==> src/rtl/bkp_cfg_pkg.sv <==
// Shared types and constants for the BkpCfg core-side responder.
package bkp_cfg_pkg;

  // Handshake FSM states.
  typedef enum logic [1:0] {
    IDLE  = 2'd0,
    LATCH = 2'd1,
    WRITE = 2'd2,
    HOLD  = 2'd3
  } state_e;

  // Classification of a latched request.
  typedef enum logic [1:0] {
    KIND_DATA   = 2'd0,
    KIND_COMMIT = 2'd1,
    KIND_BAD    = 2'd2
  } kind_e;

  // Bit positions inside the BK status word.
  localparam int ST_BUSY    = 0;
  localparam int ST_ACK     = 1;
  localparam int ST_ERR     = 2;
  localparam int ST_PEND    = 3;
  localparam int ST_CNT_LSB = 8;
  localparam int ST_IDX_LSB = 16;

  // Index that requests the shadow-to-active copy.
  localparam logic [31:0] DEF_COMMIT_IDX = 32'hFFFF_FFFF;

  // Assemble the status word; bits [7:4] are always zero.
  function automatic logic [31:0] pack_status(input logic        busy,
                                              input logic        ack,
                                              input logic        err,
                                              input logic        pend,
                                              input logic [7:0]  cnt,
                                              input logic [15:0] last);
    logic [31:0] s;
    s                     = '0;
    s[ST_BUSY]            = busy;
    s[ST_ACK]             = ack;
    s[ST_ERR]             = err;
    s[ST_PEND]            = pend;
    s[ST_CNT_LSB +: 8]    = cnt;
    s[ST_IDX_LSB +: 16]   = last;
    return s;
  endfunction

endpackage

==> src/rtl/bkp_cfg_bank.sv <==
// Shadow and active config register banks: single write port into the
// shadow bank, atomic copy of the whole shadow bank into the active bank.
module bkp_cfg_bank #(
  parameter int          NUM_REGS = 16,
  parameter int          IDX_W    = 4,
  parameter logic [31:0] RST_VAL  = 32'h0000_0000
) (
  input  logic                  clk,
  input  logic                  rst,
  input  logic                  i_wr_en,
  input  logic [IDX_W-1:0]      i_wr_idx,
  input  logic [31:0]           i_wr_data,
  input  logic                  i_commit,
  output logic [NUM_REGS*32-1:0] o_active
);

  logic [31:0] r_shadow [NUM_REGS];
  logic [31:0] r_active [NUM_REGS];

  // Shadow writes and shadow-to-active commit; both banks reset to RST_VAL.
  always_ff @(posedge clk) begin
    if (rst) begin
      for (int k = 0; k < NUM_REGS; k++) begin
        r_shadow[k] <= RST_VAL;
        r_active[k] <= RST_VAL;
      end
    end else begin
      for (int k = 0; k < NUM_REGS; k++) begin
        if (i_wr_en && (i_wr_idx == IDX_W'(k))) begin
          r_shadow[k] <= i_wr_data;
        end
      end
      if (i_commit) begin
        for (int k = 0; k < NUM_REGS; k++) begin
          r_active[k] <= r_shadow[k];
        end
      end
    end
  end

  // Flatten the active bank; reg k sits at bits [32k+31:32k].
  always_comb begin
    o_active = '0;
    for (int k = 0; k < NUM_REGS; k++) begin
      o_active[k*32 +: 32] = r_active[k];
    end
  end

endmodule

==> src/rtl/bkp_cfg_sink.sv <==
// Core-side responder for the BkpCfg level handshake. One index/value write
// is taken per Ready rising edge; a commit index copies shadow to active.
module bkp_cfg_sink
  import bkp_cfg_pkg::*;
#(
  parameter int          NUM_REGS   = 16,
  parameter logic [31:0] COMMIT_IDX = DEF_COMMIT_IDX,
  parameter logic [31:0] RST_VAL    = 32'h0000_0000
) (
  input  logic                   clk,
  input  logic                   rst,
  input  logic                   BkpCfg_Ready_i,
  input  logic [31:0]            BkpCfg_DataIndex_i,
  input  logic [31:0]            BkpCfg_DataValue_i,
  output logic [31:0]            BK_Status_o,
  output logic [NUM_REGS*32-1:0] cfg_regs_o,
  output logic                   cfg_commit_o,
  output logic                   cfg_wr_o
);

  localparam int IDX_W = (NUM_REGS > 1) ? $clog2(NUM_REGS) : 1;

  state_e      r_state;
  state_e      w_state_nxt;
  logic        r_ready_q;
  logic        w_rise;
  kind_e       w_kind;
  kind_e       r_kind;
  logic [15:0] r_idx;
  logic [31:0] r_val;
  logic        r_err;
  logic        r_pend;
  logic [7:0]  r_cnt;
  logic [15:0] r_last;
  logic [31:0] r_status;
  logic        w_err_nxt;
  logic        w_pend_nxt;
  logic [7:0]  w_cnt_nxt;
  logic [15:0] w_last_nxt;
  logic        w_wr_en;
  logic        w_commit;

  assign w_rise = BkpCfg_Ready_i & ~r_ready_q;

  // Classify the incoming index: data register, commit request, or bad.
  always_comb begin
    w_kind = KIND_BAD;
    if (BkpCfg_DataIndex_i < 32'(NUM_REGS)) begin
      w_kind = KIND_DATA;
    end else if (BkpCfg_DataIndex_i == COMMIT_IDX) begin
      w_kind = KIND_COMMIT;
    end
  end

  // FSM state register.
  always_ff @(posedge clk) begin
    if (rst) begin
      r_state <= IDLE;
    end else begin
      r_state <= w_state_nxt;
    end
  end

  // FSM next state: a rise is only honoured in IDLE, so a request still
  // held high after HOLD cannot be taken twice.
  always_comb begin
    w_state_nxt = r_state;
    case (r_state)
      IDLE:    if (w_rise) w_state_nxt = LATCH;
      LATCH:   w_state_nxt = WRITE;
      WRITE:   w_state_nxt = HOLD;
      HOLD:    if (!BkpCfg_Ready_i) w_state_nxt = IDLE;
      default: w_state_nxt = IDLE;
    endcase
  end

  // FSM outputs: write/commit strobes fire only in WRITE.
  always_comb begin
    w_wr_en  = 1'b0;
    w_commit = 1'b0;
    if (r_state == WRITE) begin
      w_wr_en  = (r_kind == KIND_DATA);
      w_commit = (r_kind == KIND_COMMIT);
    end
  end

  assign cfg_wr_o     = w_wr_en;
  assign cfg_commit_o = w_commit;

  // Next values of the status fields, resolved in WRITE.
  always_comb begin
    w_err_nxt  = r_err;
    w_pend_nxt = r_pend;
    w_cnt_nxt  = r_cnt;
    w_last_nxt = r_last;
    if (r_state == WRITE) begin
      w_last_nxt = r_idx;
      case (r_kind)
        KIND_DATA: begin
          w_cnt_nxt  = r_cnt + 8'd1;
          w_pend_nxt = 1'b1;
        end
        KIND_COMMIT: begin
          w_pend_nxt = 1'b0;
          w_err_nxt  = 1'b0;
        end
        default: w_err_nxt = 1'b1;
      endcase
    end
  end

  // Request capture in LATCH; only reachable through LATCH, so no reset.
  always_ff @(posedge clk) begin
    if (r_state == LATCH) begin
      r_idx  <= BkpCfg_DataIndex_i[15:0];
      r_val  <= BkpCfg_DataValue_i;
      r_kind <= w_kind;
    end
  end

  // Edge detect, sticky flags, counters and the registered status word.
  // Status is built from next-state values so it lines up with the state.
  always_ff @(posedge clk) begin
    if (rst) begin
      r_ready_q <= 1'b0;
      r_err     <= 1'b0;
      r_pend    <= 1'b0;
      r_cnt     <= 8'd0;
      r_last    <= 16'd0;
      r_status  <= 32'd0;
    end else begin
      r_ready_q <= BkpCfg_Ready_i;
      r_err     <= w_err_nxt;
      r_pend    <= w_pend_nxt;
      r_cnt     <= w_cnt_nxt;
      r_last    <= w_last_nxt;
      r_status  <= pack_status(w_state_nxt != IDLE, w_state_nxt == HOLD,
                               w_err_nxt, w_pend_nxt, w_cnt_nxt, w_last_nxt);
    end
  end

  assign BK_Status_o = r_status;

  bkp_cfg_bank #(
    .NUM_REGS (NUM_REGS),
    .IDX_W    (IDX_W),
    .RST_VAL  (RST_VAL)
  ) u_bank (
    .clk       (clk),
    .rst       (rst),
    .i_wr_en   (w_wr_en),
    .i_wr_idx  (r_idx[IDX_W-1:0]),
    .i_wr_data (r_val),
    .i_commit  (w_commit),
    .o_active  (cfg_regs_o)
  );

endmodule

==> config.mk <==
export PLATFORM = sky130hd
export DESIGN_NAME = bkp_cfg_sink
export DESIGN_NICKNAME = d
export VERILOG_FILES = /design/src/rtl/bkp_cfg_pkg.sv /design/src/rtl/bkp_cfg_bank.sv /design/src/rtl/bkp_cfg_sink.sv
export SDC_FILE = /design/constraint.sdc
export NUM_CORES = 1
export LEC_CHECK = 0
export BUFFER_PORTS_ARGS = -buffer_cell sky130_fd_sc_hd__buf_4
export CORE_AREA = 3 3 370 372
export DETAILED_ROUTE_END_ITERATION = 10
export DIE_AREA = 0 0 373 375
export GPL_ROUTABILITY_DRIVEN = 1
export PLACE_DENSITY_LB_ADDON = 0.12
export SYNTH_ARGS = -nofsm -noshare
export SYNTH_HDL_FRONTEND = slang
export SYNTH_HIERARCHICAL = 1
export SYNTH_SLANG_ARGS = --single-unit
==> constraint.sdc <==
create_clock -name clk -period 17.2 [get_ports clk]
set_input_delay 2.58 -clock clk [delete_from_list [all_inputs] [get_ports clk]]
set_output_delay 2.58 -clock clk [all_outputs]
set_load 0.01 [all_outputs]
==> metrics.txt <==
Num CTS Buffers=119; top_reg_cell synth=edfxtp_1; MaxCap Viol Count=0; number of synthesized flops with an enable pin=1074; Starting Density=0.2994; adder-cell share of the synthesized area=0.0003127; Hold Violations, Final=0; Synth top area share=0.8061; Total GRT Usage=0.1749; Clock Path Buffers=3; largest area contributor in the netlist=edfxtp_1; Period minus WS final=5.269 ns; Cell Rows=134; FMAX=189.8 MHz; cell count after synthesis=2334; CP Capture Type=flip-flop; drt drc=0; Placed Cells=4575; share of post-route cells with drive strength above 1=0.3130; WP data arrival=5.61 ns; Setup crit start kind=input pin; Pwr Density=119.9 mW/mm2; Final Setup Violations=0; crit path kind=input pin to flip-flop; Gates resized, CTS repair=0; CP Max Fanout=195; Worst path max stage delay=0.80 ns; GPL Wtd Cong=0.7805; CTS Sinks=1105; post-synthesis cell area=0.04001 mm2; Layout Cells excl Fill=4804; CTS clk-pin slew, worst paths=0.06 ns; asr flop ratio synth=0; CP top delay family=buffers and inverters; Synth Register Bits=1105; CP Cell Sequence=buf_8 -> or2_4 -> buf_4 -> buf_12; Initial DRT Pass Iterations=5; register area share after synthesis=0.8216; largest net degree at the start of global routing=196; Initial DRC Count=1935; most frequent cell after synthesis=edfxtp_1; Yosys cell types=35; vias in the first global route=21870; I/O pin count=613; Power Total=6062 uW; main combinational cell family by area after synthesis=simple AND/OR/NAND/NOR gates; area grow syn2layout=26.37%; clk_lat worst skew=0.75 ns; first-pass GRT wire length=172900 um; RSZ-0062 raised after global routing=no; drt via density=4.485; synth cell count leaders=edfxtp_1, and2_1, nor3_1; Data required, critical path=17.54 ns; average cell area after synthesis=17.14 um2; core area=0.1336 mm2; Port Buffers=608; Period Utilization, post-route=0.3063; slowest cell on the critical path=buf_12; number of hold buffers added after cts=0; worst vdd ir=0.08963 mV; CP bufs+invs=3; Slew headroom=0.06499; CTS tree=built; Die Width=373 um; post-route antenna net violation count=0; Nets=2996; XOR/XNOR Fraction of Synth Area=0.0002189; post-synthesis simple-gate area fraction=0.1458; die height=375 um; setup TNS=0 ns; Vias=21550; Post-CTS Setup Inserts=0; DIE AREA=0.1399 mm2; htree depth=3; Fill cells=12490; multiplexer area fraction after synthesis=0; Avg WL per Cell=25.99 um; Worst Skew=0.03615 ns; Worst Tran Pin Value=1.398 ns; Final Max Tran Viols=0; final core occ=0.3784; final wirelength=124900 um; synth warn=6; leakage power=0.01848 uW; total gr overflow=0; HPWL Detailed=77110 um; hold crit path type=flip-flop to flip-flop; root buffer cell=clkbuf_16; status=finished clean; largest cells by area after synthesis=edfxtp_1, and2_1, nor3_1, nor2b_1, nor3_2; Synth Area in Compound Gates=0.008381; initial antenna violation count=4
==> worst min-delay path, stage by stage, from the launching register on <==
cell and delay (ns):
dfxtp_1 0.31, nand2_1 0.05, a21oi_1 0.05
==> metrics by stage <==
stage	area [um2]	setup slack (ns)	hold WS [ns]
6_report	50560	11.93	0.4617
4_1_cts	50560	11.94	0.4664
3_3_place_gp	46630	11.27	0.4452
5_1_grt	50560	11.73	0.4844
3_5_place_dp	46630	11.15	0.4554
2_1_floorplan	40020	7.160	0.4500
==> metal layers <==
metal / share of wire / wire [um] / vias to the layer above / track usage
met5: 0.00016 / 20 / - / 0
met4: 0.030 / 3711 / 2 / 0.05998
met2: 0.48 / 59320 / 819 / 0.2825
li1: - / - / 9663 / -
met1: 0.43 / 54100 / 10900 / 0.2335
met3: 0.062 / 7700 / 165 / 0.03813
==> power breakdown <==
group	switching, uW	total (uW)	internal, uW	leakage (uW)
sequential	59.6	3150	3090	0.0112
clock	1090	2560	1470	0.00189
combinational	242	353	111	0.00534
total	1390	6060	4670	0.0185
==> cells in the final DEF, fill, tap and decap left out, types with 3 or more instances in the layout <==
| cell type | Yosys | layout |
|---|---|---|
| clkinv_2 | 0 | 21 |
| nand3_1 | 5 | 5 |
| clkbuf_1 | 112 | 20 |
| clkinv_1 | 0 | 32 |
| clkbuf_16 | 0 | 119 |
| o21bai_4 | 0 | 13 |
| clkinv_4 | 0 | 7 |
| nand4_1 | 10 | 10 |
| edfxtp_1 | 1074 | 1074 |
| o21bai_2 | 0 | 3 |
| or3_1 | 3 | 3 |
| buf_12 | 0 | 3 |
| nand2b_2 | 0 | 22 |
| clkinvlp_4 | 0 | 9 |
| nor3_2 | 76 | 76 |
| or4_1 | 3 | 3 |
| and2_1 | 321 | 321 |
| nand2_1 | 38 | 37 |
| nand2b_1 | 36 | 12 |
| conb_1 | 1 | 4 |
| inv_1 | 40 | 40 |
| o31ai_1 | 3 | 3 |
| nor4_1 | 9 | 9 |
| o21ai_0 | 5 | 5 |
| nor2b_1 | 194 | 192 |
| dfxtp_1 | 31 | 31 |
| nor3_1 | 246 | 246 |
| bufinv_16 | 0 | 13 |
| buf_4 | 8 | 647 |
| a21oi_1 | 27 | 27 |
==> area by class of cell <==
type	instances	area, um2	share of cell area
antenna	1	2.502	0.00004949
clock buffer	139	3053	0.06038
clock inverter	89	878.3	0.01737
inverter	40	150.1	0.002970
multi-input combinational	1011	6461	0.1278
sequential	1105	32870	0.6501
tap	1768	2212	0.04375
timing repair buffer	651	4932	0.09755
==> cell families (layout without fill, tap and decap cells) <==
| logic type | after synthesis | after routing |
|---|---|---|
| AO/OA/AOI/OAI | 55 | 55 |
| other | 1 | 5 |
| AND/OR/NAND/NOR | 950 | 950 |
| flip-flops | 1105 | 1105 |
| XOR/XNOR | 1 | 1 |
| buffers and inverters | 221 | 919 |
| adder cells (fa/ha/maj) | 1 | 1 |
==> flip-flops by register name, indices dropped and copies added (netlist names) <==
register / count
u_bank/r_active: 512
u_bank/r_shadow: 512
r_cnt: 7
r_val: 32
r_state: 2
r_idx: 16
r_kind: 2
r_ready_q: 1
r_last: 16
BK_Status_o: 5
==> final timing paths <==
| kind | startpoint | end | slack (ns) | cells past startpoint |
|---|---|---|---|---|
| worst min-delay path | r_last[8]$_SDFFE_PP0P_ | r_last[8]$_SDFFE_PP0P_ | 0.46 | 2 |
| worst min register to register | r_last[8]$_SDFFE_PP0P_ | r_last[8]$_SDFFE_PP0P_ | 0.46 | 2 |
| worst max register to register | r_kind[1]$_SDFFCE_PN0N_ | u_bank/r_shadow[0][152]$_SDFFCE_PN0P_ | 12.67 | 5 |
| worst max-delay path | rst | u_bank/r_active[0][170]$_SDFFCE_PN0P_ | 11.93 | 4 |
Note: power is estimated with default switching activity, not from simulation.
